### src/rtl/basic_add16.sv
// ============================================================================
// basic_add16 : registered 16-bit ripple-carry adder built from half-adder cells.
// Optional macro ADD16_OVF_EN adds the registered two's-complement overflow output.
// Revision: 1.0
// ============================================================================
`default_nettype none

module GateLevelHalfAdder (
  input  logic a,
  input  logic b,
  output logic h,
  output logic l
);
  assign h = a & b;
  assign l = a ^ b;
endmodule

module basic_add16_fa (
  input  logic a,
  input  logic b,
  input  logic c,
  output logic s,
  output logic co
);
  logic w_p;
  logic w_g;
  logic w_t;

  GateLevelHalfAdder u_ha_ab (.a(a),   .b(b), .h(w_g), .l(w_p));
  GateLevelHalfAdder u_ha_pc (.a(w_p), .b(c), .h(w_t), .l(s));

  assign co = w_g | w_t;
endmodule

module basic_add16 (
  input  logic        clk,
  input  logic        rst,
  input  logic        in_valid,
  input  logic [15:0] a,
  input  logic [15:0] b,
  input  logic        cin,
  output logic        out_valid,
  output logic [15:0] sum,
`ifdef ADD16_OVF_EN
  output logic        ovf,
`endif
  output logic        cout
);
  logic [16:0] w_carry;
  logic [15:0] w_sum;

  assign w_carry[0] = cin;

  for (genvar i = 0; i < 16; i++) begin : g_bit
    basic_add16_fa u_fa (
      .a (a[i]),
      .b (b[i]),
      .c (w_carry[i]),
      .s (w_sum[i]),
      .co(w_carry[i+1])
    );
  end

  logic        out_valid_q;
  logic [15:0] sum_q;
  logic [15:0] sum_d;
  logic        cout_q;
  logic        cout_d;

  // Result registers hold while idle; only out_valid drops back to zero.
  assign sum_d  = in_valid ? w_sum       : sum_q;
  assign cout_d = in_valid ? w_carry[16] : cout_q;

  always_ff @(posedge clk or posedge rst) begin
    if (rst) begin
      out_valid_q <= 1'b0;
      sum_q       <= 16'h0000;
      cout_q      <= 1'b0;
    end else begin
      out_valid_q <= in_valid;
      sum_q       <= sum_d;
      cout_q      <= cout_d;
    end
  end

  assign out_valid = out_valid_q;
  assign sum       = sum_q;
  assign cout      = cout_q;

`ifdef ADD16_OVF_EN
  logic ovf_q;
  logic ovf_d;

  assign ovf_d = in_valid ? (w_carry[15] ^ w_carry[16]) : ovf_q;

  always_ff @(posedge clk or posedge rst) begin
    if (rst) begin
      ovf_q <= 1'b0;
    end else begin
      ovf_q <= ovf_d;
    end
  end

  assign ovf = ovf_q;
`endif

endmodule

`default_nettype wire

### config.mk
export PLATFORM = sky130hd
export DESIGN_NAME = basic_add16
export DESIGN_NICKNAME = d
export VERILOG_FILES = /design/src/rtl/basic_add16.sv
export SDC_FILE = /design/constraint.sdc
export NUM_CORES = 1
export LEC_CHECK = 0
export CAP_MARGIN = 0
export CORE_MARGIN = 3
export CORE_UTILIZATION = 35
export CTS_CLUSTER_SIZE = 14
export DETAILED_ROUTE_END_ITERATION = 10
export GPL_ROUTABILITY_DRIVEN = 0
export HOLD_SLACK_MARGIN = 0.02
export PLACE_DENSITY = 0.75
export SETUP_SLACK_MARGIN = 0.5
export SLEW_MARGIN = 30
export SYNTH_ARGS = -nofsm -noshare
export SYNTH_HDL_FRONTEND = slang
export SYNTH_SLANG_ARGS = --single-unit
export TNS_END_PERCENT = 10
### constraint.sdc
create_clock -name clk -period 0.8 [get_ports clk]
set_input_delay 0.12 -clock clk [delete_from_list [all_inputs] [get_ports clk]]
set_output_delay 0.12 -clock clk [all_outputs]
set_load 0.02 [all_outputs]
# Word level (Yosys, flattened, before mapping)
# Index checks and enable logic that the tools add are counted.
# classes
bitwise	80
# op_table
cell	count
$and A1 B1 Y1	32
$xor A1 B1 Y1	32
$or A1 B1 Y1	16
# word_totals
regBits	18
inputBits	36

# Depth between registers and ports, before layout
# Gate-level depths: netlist (run 1).
# logic_depth
depth_word	33
ltp_mapped	20

# Cells and area by module
# Synthesis (run 1) repeated with hierarchy kept, for this count alone.
# unflattened
cells_unflattened	86
area_unflattened_um2	1214.9
# modules_own_cells
mod	area_per_inst_um2	seq_area_each_um2	n_inst	cells_each
basic_add16	714.4	450.4	1	38
GateLevelHalfAdder	12.5	0.0	32	1
basic_add16_fa	6.3	0.0	16	1

# Worst setup path before layout (run 1)
# OpenSTA, ideal clock, no wires.
# synth_timing
path_kind	input to register
start	input port a[0]
end	register sum_q[15] (netlist: sum[15])
cell_stages	20
setup_ps	77
t_arrival_ps	6251
path_slack_ps	-5528
path_cell_list	inv_1 -> fa_1 -> inv_1 -> fa_1 -> fa_1 -> fa_1 -> fa_1 -> fa_1 -> fa_1 -> fa_1 -> fa_1 -> fa_1 -> fa_1 -> fa_1 -> fa_1 -> fa_1 -> fa_1 -> inv_1 -> fa_1 -> a21oi_1
# synth_via
elab_chain_len	32
# synth_rtl
item	line_no	source
start, declared	39	input logic [15:0] a,
$xor A1 B1 Y1	15	assign l = a ^ b;
$and A1 B1 Y1	14	assign h = a & b;
$or A1 B1 Y1 (*)	32	assign co = w_g | w_t;
$and A1 B1 Y1 (*)	14	
$or A1 B1 Y1 (*)	32	
$and A1 B1 Y1 (*)	14	
$or A1 B1 Y1 (*)	32	
$and A1 B1 Y1 (*)	14	
[... 16 more ...]	-	
$or A1 B1 Y1 (*)	32	
$and A1 B1 Y1 (*)	14	
$or A1 B1 Y1 (*)	32	
$and A1 B1 Y1 (*)	14	
$or A1 B1 Y1 (*)	32	
$and A1 B1 Y1 (*)	14	
$or A1 B1 Y1 (*)	32	
$xor A1 B1 Y1 (*)	15	
end signal, assigned	81	sum_q <= sum_d;
end, declared	65	logic [15:0] sum_q;
# Every way passes the cells marked *; elsewhere a longest branch is shown, timed or not.
# A chain may end at the register's enable or synchronous reset.

# Final worst setup path (run 1)
# Ends and elaborated chain as after synthesis.

==> tab_implementation.tex, run 1 <==
\begin{tabular}{lr}
\hline
Metric & Value \\
\hline
\multicolumn{2}{l}{\textbf{Status}} \\
Run status & finished with violations \\
Violations in the final reports & setup timing \\
\multicolumn{2}{l}{\textbf{Placement}} \\
Number of port buffers & 53 \\
Total placed instance area & 1730 um2 \\
Placed insts & 153 \\
HPWL after detailed placement & between 1500 and 2000 um \\
\multicolumn{2}{l}{\textbf{Routing}} \\
Wirelength per Cell & 15.6 um \\
Number of vias per cell & roughly 4.6 \\
Routed wire length on met3 & approximately 230 um \\
Length of routed met2 wiring & 1220 um \\
Post-route DRC & 0 \\
Met1 WL & 985 um \\
Drt first-iter violations & 10 \\
Antenna Violating Nets Remaining & 0 \\
Highest layer used for signal routing & met4 \\
Final wirelength & approximately 2400 um \\
Via Count & 711 \\
Detailed-router iteration count before antenna repair & 2 \\
\multicolumn{2}{l}{\textbf{Synth}} \\
Number of synthesized flops with an enable pin & 0 \\
Share of synthesized flip-flops with an asynchronous set or reset & 1.00 \\
Syn avg cell area & 16.6 um2 \\
Primary flip-flop cell chosen by synthesis mapping & sky130\_fd\_sc\_hd\_\_dfrtp\_1 \\
Library cells used by synthesis & 7 \\
Seq/Total Area, Yosys & 0.425 \\
Synth Warn \# & 0 \\
Synth top area cells & sky130\_fd\_sc\_hd\_\_dfrtp\_1, sky130\_fd\_sc\_hd\_\_fa\_1, sky130\_fd\_sc\_hd\_\_mux2\_4 \\
Cell type contributing the most total cell area after synthesis & sky130\_fd\_sc\_hd\_\_dfrtp\_1 \\
Netlist area before placement & 1060 um2 \\
Number of instances in the synthesized netlist & 64 \\
Yosys top cell area share & 0.425 \\
Synthesized net count & 116 \\
Area fraction in compound gates after synthesis & 0.0142 \\
Multiplexer share of the synthesized area & 0.198 \\
Number of flip-flops and latches in the synthesized netlist & 18 \\
Cell with the most instances after synthesis & sky130\_fd\_sc\_hd\_\_dfrtp\_1 \\
Synth Area in Simple Gates & 0.0106 \\
Fraction of the mapped netlist area in adder cells & 0.302 \\
Main combinational cell family by area after synthesis & adder cells \\
Share of the synthesized netlist area taken by xor and xnor gates & 0 \\
List of most frequent post-synthesis cells & sky130\_fd\_sc\_hd\_\_dfrtp\_1, sky130\_fd\_sc\_hd\_\_fa\_1, sky130\_fd\_sc\_hd\_\_mux2\_4 \\
\multicolumn{2}{l}{\textbf{Power and ir drop}} \\
Post-layout power & just over 3000 uW \\
Power density over the cells & about 1800 nW/um2 \\
Leakage component of the power & roughly 0.00076 uW \\
Sequential power share & 0.400 \\
Sw Pwr & 997 uW \\
Switching power as a share of total power & 0.326 \\
Internal Pwr Total & 2070 uW \\
Gate power share & 0.461 \\
Power share of the clock group & 0.140 \\
Max VDD drop & 0.977 mV \\
\multicolumn{2}{l}{\textbf{Job}} \\
Max-capacitance violation count & 0 \\
\multicolumn{2}{l}{\textbf{Worst setup path}} \\
Slowest library cell on the worst path & sky130\_fd\_sc\_hd\_\_fa\_1 \\
Maximum net fanout on the critical path & 1 \\
Worst setup EP type & register \\
Category of cells accounting for the largest share of critical-path delay & adder cells \\
Worst endpoint required time & 1.02 ns \\
Most frequent cell on the critical path & sky130\_fd\_sc\_hd\_\_fa\_2 \\
List of cells traversed by the critical path & buf\_12 -> inv\_12 -> fa\_2 -> inv\_2 -> fa\_2 -> fa\_2 -> fa\_2 -> fa\_2 -> fa\_2 -> fa\_2 -> fa\_2 -> fa\_2 -> fa\_2 -> fa\_2 -> fa\_2 -> fa\_2 -> fa\_2 -> fa\_2 -> inv\_2 -> fa\_1 -> a21oi\_2 \\
Count of buffering cells on the critical path with inverters included & 4 \\
CP Data Arrival Time & 6.00 ns \\
Slowest cell delay on critical path & 0.42 ns \\
Category of the most critical setup path & in2reg \\
Reg2Reg Setup Slack & -0.10 ns \\
Launching element type of the critical path & input port \\
\multicolumn{2}{l}{\textbf{STA}} \\
Setup repair after global routing missed its margin & yes \\
Worst Slack Setup Final & -4.98 ns \\
Hold Violations, Final & 0 \\
Worst-case hold slack & 0.137 ns \\
Final-report setup violation count & 34 \\
Worst-margin pin slew & 0.141 ns \\
Max-slew headroom at the worst pin & 0.906 \\
Final clock skew & 0 ns \\
Setup tns final & -46.96 ns \\
Upper clock frequency limit & about 170 MHz \\
Count of final max-slew check failures & 0 \\
Tcrit/Tclk final & 7.23 \\
Fin crit period & 5.78 ns \\
\multicolumn{2}{l}{\textbf{Cells and area}} \\
Area occupied by multi-input gates & 602 um2 \\
Area Growth Syn to Fin & 60.4\% \\
FILL cells & 243 \\
Final std cell area, no fill & 1700 um2 \\
Share of layout cells above drive strength 1 & 0.544 \\
Final Non-Filler Cells & 156 \\
Combined flip-flop and latch cell area & roughly 450 um2 \\
Number of antenna diodes & 0 \\
Post-layout net count & 179 \\
\multicolumn{2}{l}{\textbf{GRT}} \\
Initial antenna violation count & 0 \\
Global-route total usage across every layer & 0.143 \\
Global-route wire length before repair & just under 4000 um \\
Total gr overflow & 0 \\
Pin count of the biggest net entering global routing & 19 \\
Vias in the first global route & around 800 \\
\multicolumn{2}{l}{\textbf{Clocking}} \\
Post CTS Setup Buffer Count & 0 \\
CTS Buf Count & 3 \\
Worst-path clk slew & 0.09 ns \\
TritonCTS clock tree & built \\
Number of H-tree branching levels & 1 \\
Root buf cell & sky130\_fd\_sc\_hd\_\_clkbuf\_4 \\
CTS Hold Buffers Added & 0 \\
Clock Tree Buf Depth & 2 \\
Clk sinks & 18 \\
Clock latency of the later-clocked register in the worst-skew pair & 0.28 ns \\
\multicolumn{2}{l}{\textbf{Floorplan}} \\
Cell row count & 19 \\
Core footprint & approximately 2800 um2 \\
Initial standard-cell utilization of the core & 0.375 \\
Number of ports placed on the die boundary & 54 \\
Die Footprint & 3720 um2 \\
Die Span X & between 60 and 70 um \\
Die Ht & just over 60 um \\
\multicolumn{2}{l}{\textbf{Hold path}} \\
Worst min-delay path class & in2async \\
\hline
\end{tabular}
## cell families (layout without fill, tap and decap cells)
kind of cell,Yosys count,count (layout)
buffers and inverters,10,71
adder cells (fa/ha/maj),16,16
multiplexers,14,14
flip-flops,18,18
AO/OA/AOI/OAI,3,3
AND/OR/NAND/NOR,3,3
## final cells by class
class / instances / area share
timing repair buffer: 60 / 0.317
inverter: 8 / 0.0280
tap: 31 / 0.0228
clock buffer: 3 / 0.0132
multi-input combinational: 36 / 0.354
sequential: 18 / 0.265
## tightest hold or removal path: cells and delay by family
| kind | cells | cell delay (ns) |
|---|---|---|
| buffers and inverters | 3 | 0.64 |
## path summary, 6_finish.rpt
path	startpoint	depth (start not counted)	to
worst min-delay path	rst	3	sum[3]$_DFFE_PP0P_
worst max-delay path	a[0]	21	sum[15]$_DFFE_PP0P_
min in group clk	in_valid	2	out_valid$_DFF_PP0_
worst max register to register	sum[6]$_DFFE_PP0P_	2	sum[6]$_DFFE_PP0P_
worst min register to register	sum[3]$_DFFE_PP0P_	1	sum[3]$_DFFE_PP0P_
max in group asynchronous	rst	3	sum[14]$_DFFE_PP0P_
## power groups by stage
stage	sequential (uW)	combinational (uW)	clock, uW
6_report	1220	1410	428
3_5_place_dp	1230	1550	0
5_1_grt	1250	1530	490
2_1_floorplan	1480	489	0
3_3_place_gp	1230	1510	0
4_1_cts	1210	1370	454
## registers in the layout (all words and copies together) (netlist names)
name       flops
cout           1
out_valid      1
sum           16
## cells in the final DEF (no fill, tap or decap)
master	Yosys	final
sky130_fd_sc_hd__nor2_1	3	3
sky130_fd_sc_hd__buf_2	0	15
sky130_fd_sc_hd__inv_2	0	3
sky130_fd_sc_hd__a21oi_2	0	2
sky130_fd_sc_hd__fa_1	16	1
sky130_fd_sc_hd__a21oi_1	3	1
sky130_fd_sc_hd__mux2_4	14	14
sky130_fd_sc_hd__clkdlybuf4s50_1	0	29
sky130_fd_sc_hd__clkbuf_4	0	3
sky130_fd_sc_hd__fa_2	0	15
sky130_fd_sc_hd__buf_6	2	7
sky130_fd_sc_hd__dlygate4sd2_1	0	2
sky130_fd_sc_hd__buf_4	0	5
sky130_fd_sc_hd__buf_12	0	2
sky130_fd_sc_hd__dfrtp_1	18	18
sky130_fd_sc_hd__inv_6	0	1
sky130_fd_sc_hd__inv_1	8	3
sky130_fd_sc_hd__inv_12	0	1
## timing repair
| action | in CTS | in global routing |
|---|---|---|
| gates resized for setup | 97 | 12 |
| pin swaps | 3 | 1 |
| endpoints found under the setup margin | 36 | 36 |
## through the flow
step / worst slack [ns] / util
floorplan: -4.98 / -
global placement: -5.74 / 0.610
detailed placement: -5.86 / 0.610
CTS: -5.02 / 0.587
global route: -5.08 / 0.601
finish: -4.98 / 0.601
## per-layer routing
metal	up-vias	global-route usage
met3	2	0.0335
met4	0	0.0464
met5	-	0
met1	348	0.183
met2	36	0.240
li1	325	-
(Power assumes the default switching activity.)
==> run 2: changes to the inputs <==
CORE_UTILIZATION = 39   (was 35)
PLACE_DENSITY = 0.79   (was 0.75)
clock period = 5.56 ns   (was 0.8 ns; I/O delays follow)
==> run 2 against run 1 <==
Net effect:
- flip-flop and latch count did not move
- utilization rose by 6.0 points
- sequential power fell by 86%
- final area fell by 2.0%
- cell count fell by 5.1%
- die area fell by 9.3%
- the flow still finishes with violations (setup timing)
- non-clock buffer count fell by 7
- hold slack improved by 0.38 ns
- largest power group unchanged
- combinational power fell by 85%
- clock skew did not move
- setup slack improved by 4.1 ns
- count of clock-buffer cells in the layout did not move
==> tab_implementation.tex, run 2 (same netlist as run 1, synthesis figures left out) <==
\begin{tabular}{lr}
\hline
Metric & Value \\
\hline
\multicolumn{2}{l}{\textbf{Power and ir drop}} \\
Power share of the clock group & 0.141 (was 0.140) \\
Sequential power share & 0.396 (was 0.400) \\
Max VDD drop & 0.143 mV (was 0.977 mV) \\
Internal Pwr Total & 306 uW (was 2070 uW) \\
Post-layout power & 444 uW (was 3060 uW) \\
Sw Pwr & 138 uW (was 997 uW) \\
Gate power share & 0.464 (was 0.461) \\
Switching power as a share of total power & 0.311 (was 0.326) \\
Leakage component of the power & 0.000706 uW (was 0.000761 uW) \\
Power density over the cells & 266 nW/um2 (was 1800 nW/um2) \\
\multicolumn{2}{l}{\textbf{Routing}} \\
Wirelength per Cell & 14.3 um (was 15.6 um) \\
Number of vias per cell & 4.66 (was 4.56) \\
Antenna Violating Nets Remaining & 0 (unchanged) \\
Drt first-iter violations & 2 (was 10) \\
Post-route DRC & 0 (unchanged) \\
Detailed-router iteration count before antenna repair & 4 (was 2) \\
Via Count & 689 (was 711) \\
Final wirelength & 2120 um (was 2440 um) \\
\multicolumn{2}{l}{\textbf{Floorplan}} \\
Die Footprint & 3380 um2 (was 3720 um2) \\
Cell row count & 18 (was 19) \\
Initial standard-cell utilization of the core & 0.420 (was 0.375) \\
Core footprint & 2520 um2 (was 2830 um2) \\
Die Ht & 58.1 um (was 61.0 um) \\
Number of ports placed on the die boundary & 54 (unchanged) \\
Die Span X & 58.1 um (was 61.0 um) \\
\multicolumn{2}{l}{\textbf{Worst setup path}} \\
Worst setup EP type & register (unchanged) \\
Category of the most critical setup path & in2reg (unchanged) \\
CP Data Arrival Time & 6.66 ns (was 6.00 ns) \\
Launching element type of the critical path & input port (unchanged) \\
Worst endpoint required time & 5.77 ns (was 1.02 ns) \\
Reg2Reg Setup Slack & 4.79 ns (was -0.10 ns) \\
Maximum net fanout on the critical path & 1 (unchanged) \\
Reg2Reg Depth & 1 (was 2) \\
\multicolumn{2}{l}{\textbf{GRT}} \\
Global-route total usage across every layer & 0.136 (was 0.143) \\
Initial antenna violation count & 0 (unchanged) \\
Vias in the first global route & 792 (was 823) \\
Total gr overflow & 0 (unchanged) \\
Pin count of the biggest net entering global routing & 22 (was 19) \\
Global-route wire length before repair & 3470 um (was 3850 um) \\
\multicolumn{2}{l}{\textbf{Job}} \\
Max-capacitance violation count & 0 (unchanged) \\
\multicolumn{2}{l}{\textbf{Clocking}} \\
TritonCTS clock tree & built (unchanged) \\
Clock Tree Buf Depth & 2 (unchanged) \\
Clk sinks & 18 (unchanged) \\
Worst-path clk slew & 0.10 ns (was 0.09 ns) \\
Clock latency of the later-clocked register in the worst-skew pair & 0.28 ns (about the same) \\
Post CTS Setup Buffer Count & 0 (unchanged) \\
CTS Hold Buffers Added & 0 (unchanged) \\
CTS Buf Count & 3 (unchanged) \\
Number of H-tree branching levels & 1 (unchanged) \\
Root buf cell & sky130\_fd\_sc\_hd\_\_clkbuf\_4 (unchanged) \\
\multicolumn{2}{l}{\textbf{Placement}} \\
HPWL after detailed placement & 1730 um (was 1990 um) \\
Setup Slack @ Placement & -1.64 ns (was -5.86 ns) \\
Number of port buffers & 53 (unchanged) \\
\multicolumn{2}{l}{\textbf{Cells and area}} \\
Number of antenna diodes & 0 (unchanged) \\
Flip-flop count of the largest register after layout & 16 (unchanged) \\
Share of layout cells above drive strength 1 & 0.347 (was 0.544) \\
Post-layout net count & 172 (was 179) \\
Area Growth Syn to Fin & 57.3\% (was 60.4\%) \\
Most common cell after layout, fill and taps aside & sky130\_fd\_sc\_hd\_\_clkdlybuf4s50\_1 (unchanged) \\
Leading cell types in the layout, fill and taps excluded & sky130\_fd\_sc\_hd\_\_clkdlybuf4s50\_1, sky130\_fd\_sc\_hd\_\_dfrtp\_1, sky130\_fd\_sc\_hd\_\_fa\_2 (was sky130\_fd\_sc\_hd\_\_clkdlybuf4s50\_1, sky130\_fd\_sc\_hd\_\_dfrtp\_1, sky130\_fd\_sc\_hd\_\_fa\_2, sky130\_fd\_sc\_hd\_\_buf\_2, sky130\_fd\_sc\_hd\_\_mux2\_4) \\
\multicolumn{2}{l}{\textbf{STA}} \\
Worst Slack Setup Final & -0.889 ns (was -4.98 ns) \\
Worst-case hold slack & 0.520 ns (was 0.137 ns) \\
Upper clock frequency limit & about 160 MHz \\
Final clock skew & 0 ns (unchanged) \\
Hold Violations, Final & 0 (unchanged) \\
Count of final max-slew check failures & 0 (unchanged) \\
Max-slew headroom at the worst pin & 0.561 (was 0.906) \\
Final-report setup violation count & 4 (was 34) \\
Setup repair after global routing missed its margin & yes (unchanged) \\
Tcrit/Tclk final & 1.16 \\
Worst-margin pin slew & 0.658 ns (was 0.141 ns) \\
Fin crit period & 6.45 ns \\
\multicolumn{2}{l}{\textbf{Status}} \\
Violations in the final reports & setup timing (unchanged) \\
Run status & finished with violations (unchanged) \\
\multicolumn{2}{l}{\textbf{Hold path}} \\
Number of instances on the worst hold path & 1 \\
Worst min-delay path class & reg2reg (was in2async) \\
\hline
\end{tabular}
[run 2: changes by cell type in the layout (fill, tap and decap cells not counted)]
cell / before / now
sky130_fd_sc_hd__inv_4: 0 / 2
sky130_fd_sc_hd__a21oi_1: 1 / 3
sky130_fd_sc_hd__buf_4: 5 / 0
sky130_fd_sc_hd__a21oi_2: 2 / 0
sky130_fd_sc_hd__buf_6: 7 / 3
sky130_fd_sc_hd__buf_2: 15 / 1
sky130_fd_sc_hd__buf_12: 2 / 0
sky130_fd_sc_hd__inv_12: 1 / 0
sky130_fd_sc_hd__clkdlybuf4s50_1: 29 / 47
sky130_fd_sc_hd__inv_6: 1 / 0
[run 2: path summary, 6_finish.rpt]
check / startpoint / to
worst max-delay path: cin / sum[15]$_DFFE_PP0P_
worst min-delay path: sum[12]$_DFFE_PP0P_ / sum[12]$_DFFE_PP0P_
worst max register to register: sum[8]$_DFFE_PP0P_ / sum[8]$_DFFE_PP0P_
worst min register to register: sum[12]$_DFFE_PP0P_ / sum[12]$_DFFE_PP0P_
max in group asynchronous: rst / sum[4]$_DFFE_PP0P_
min in group asynchronous: rst / sum[9]$_DFFE_PP0P_
[run 2: metal layers]
metal,GRT usage,wire length (um),part of all wire,up-vias
met3,0.0557,256,0.12,2
met1,0.173,803,0.38,338
met5,0,0,0,-
met2,0.219,1040,0.49,39
li1,-,-,-,310
met4,0.0298,9,0.0043,0
[run 2: metrics by stage]
step	setup TNS (ns)	std cells	util	instance area (um2)
5_1_grt	-2.95	148	0.661	1670
3_5_place_dp	-6.34	145	0.647	1630
4_1_cts	-4.35	148	0.660	1660
6_report	-2.52	148	0.661	1670
2_1_floorplan	-2.92	64	-	1090
3_3_place_gp	-5.94	145	0.649	1640
[run 2: worst max-delay path, cell delays in order]
cell and delay [ns]:
sky130_fd_sc_hd__buf_6 0.10, sky130_fd_sc_hd__inv_4 0.04, sky130_fd_sc_hd__fa_2 0.19, sky130_fd_sc_hd__inv_2 0.04, sky130_fd_sc_hd__fa_2 0.34, sky130_fd_sc_hd__fa_2 0.37, sky130_fd_sc_hd__fa_2 0.35, sky130_fd_sc_hd__fa_2 0.34
sky130_fd_sc_hd__fa_2 0.35, sky130_fd_sc_hd__fa_2 0.35, sky130_fd_sc_hd__fa_2 0.34, sky130_fd_sc_hd__fa_2 0.34, sky130_fd_sc_hd__fa_2 0.35, sky130_fd_sc_hd__fa_2 0.34, sky130_fd_sc_hd__fa_2 0.35, sky130_fd_sc_hd__fa_2 0.35
sky130_fd_sc_hd__fa_2 0.35, sky130_fd_sc_hd__fa_2 0.34, sky130_fd_sc_hd__inv_2 0.06, sky130_fd_sc_hd__fa_1 0.40, sky130_fd_sc_hd__a21oi_1 0.13
[run 2: power groups by stage]
stage	logic (uW)	registers (uW)	clock network, uW
2_1_floorplan	68.8	213	0
3_3_place_gp	205	177	0
3_5_place_dp	208	177	0
4_1_cts	212	176	63.6
5_1_grt	222	180	70.0
6_report	206	176	62.5
[run 2: area by class of cell]
class / count / area (um2)
multi-input cells: 36 / 594
inverters: 8 / 35.0
well taps: 30 / 37.5
flip-flops and latches: 18 / 450
clock buffers: 3 / 22.5
fillers: 188 / 856
repair buffers: 53 / 527
[run 2: what timing repair did]
item / 4_1_cts / 5_1_grt
endpoints found under the setup margin: 7 / 7
gates resized for setup: 23 / 1
pin swaps: 17 / 16
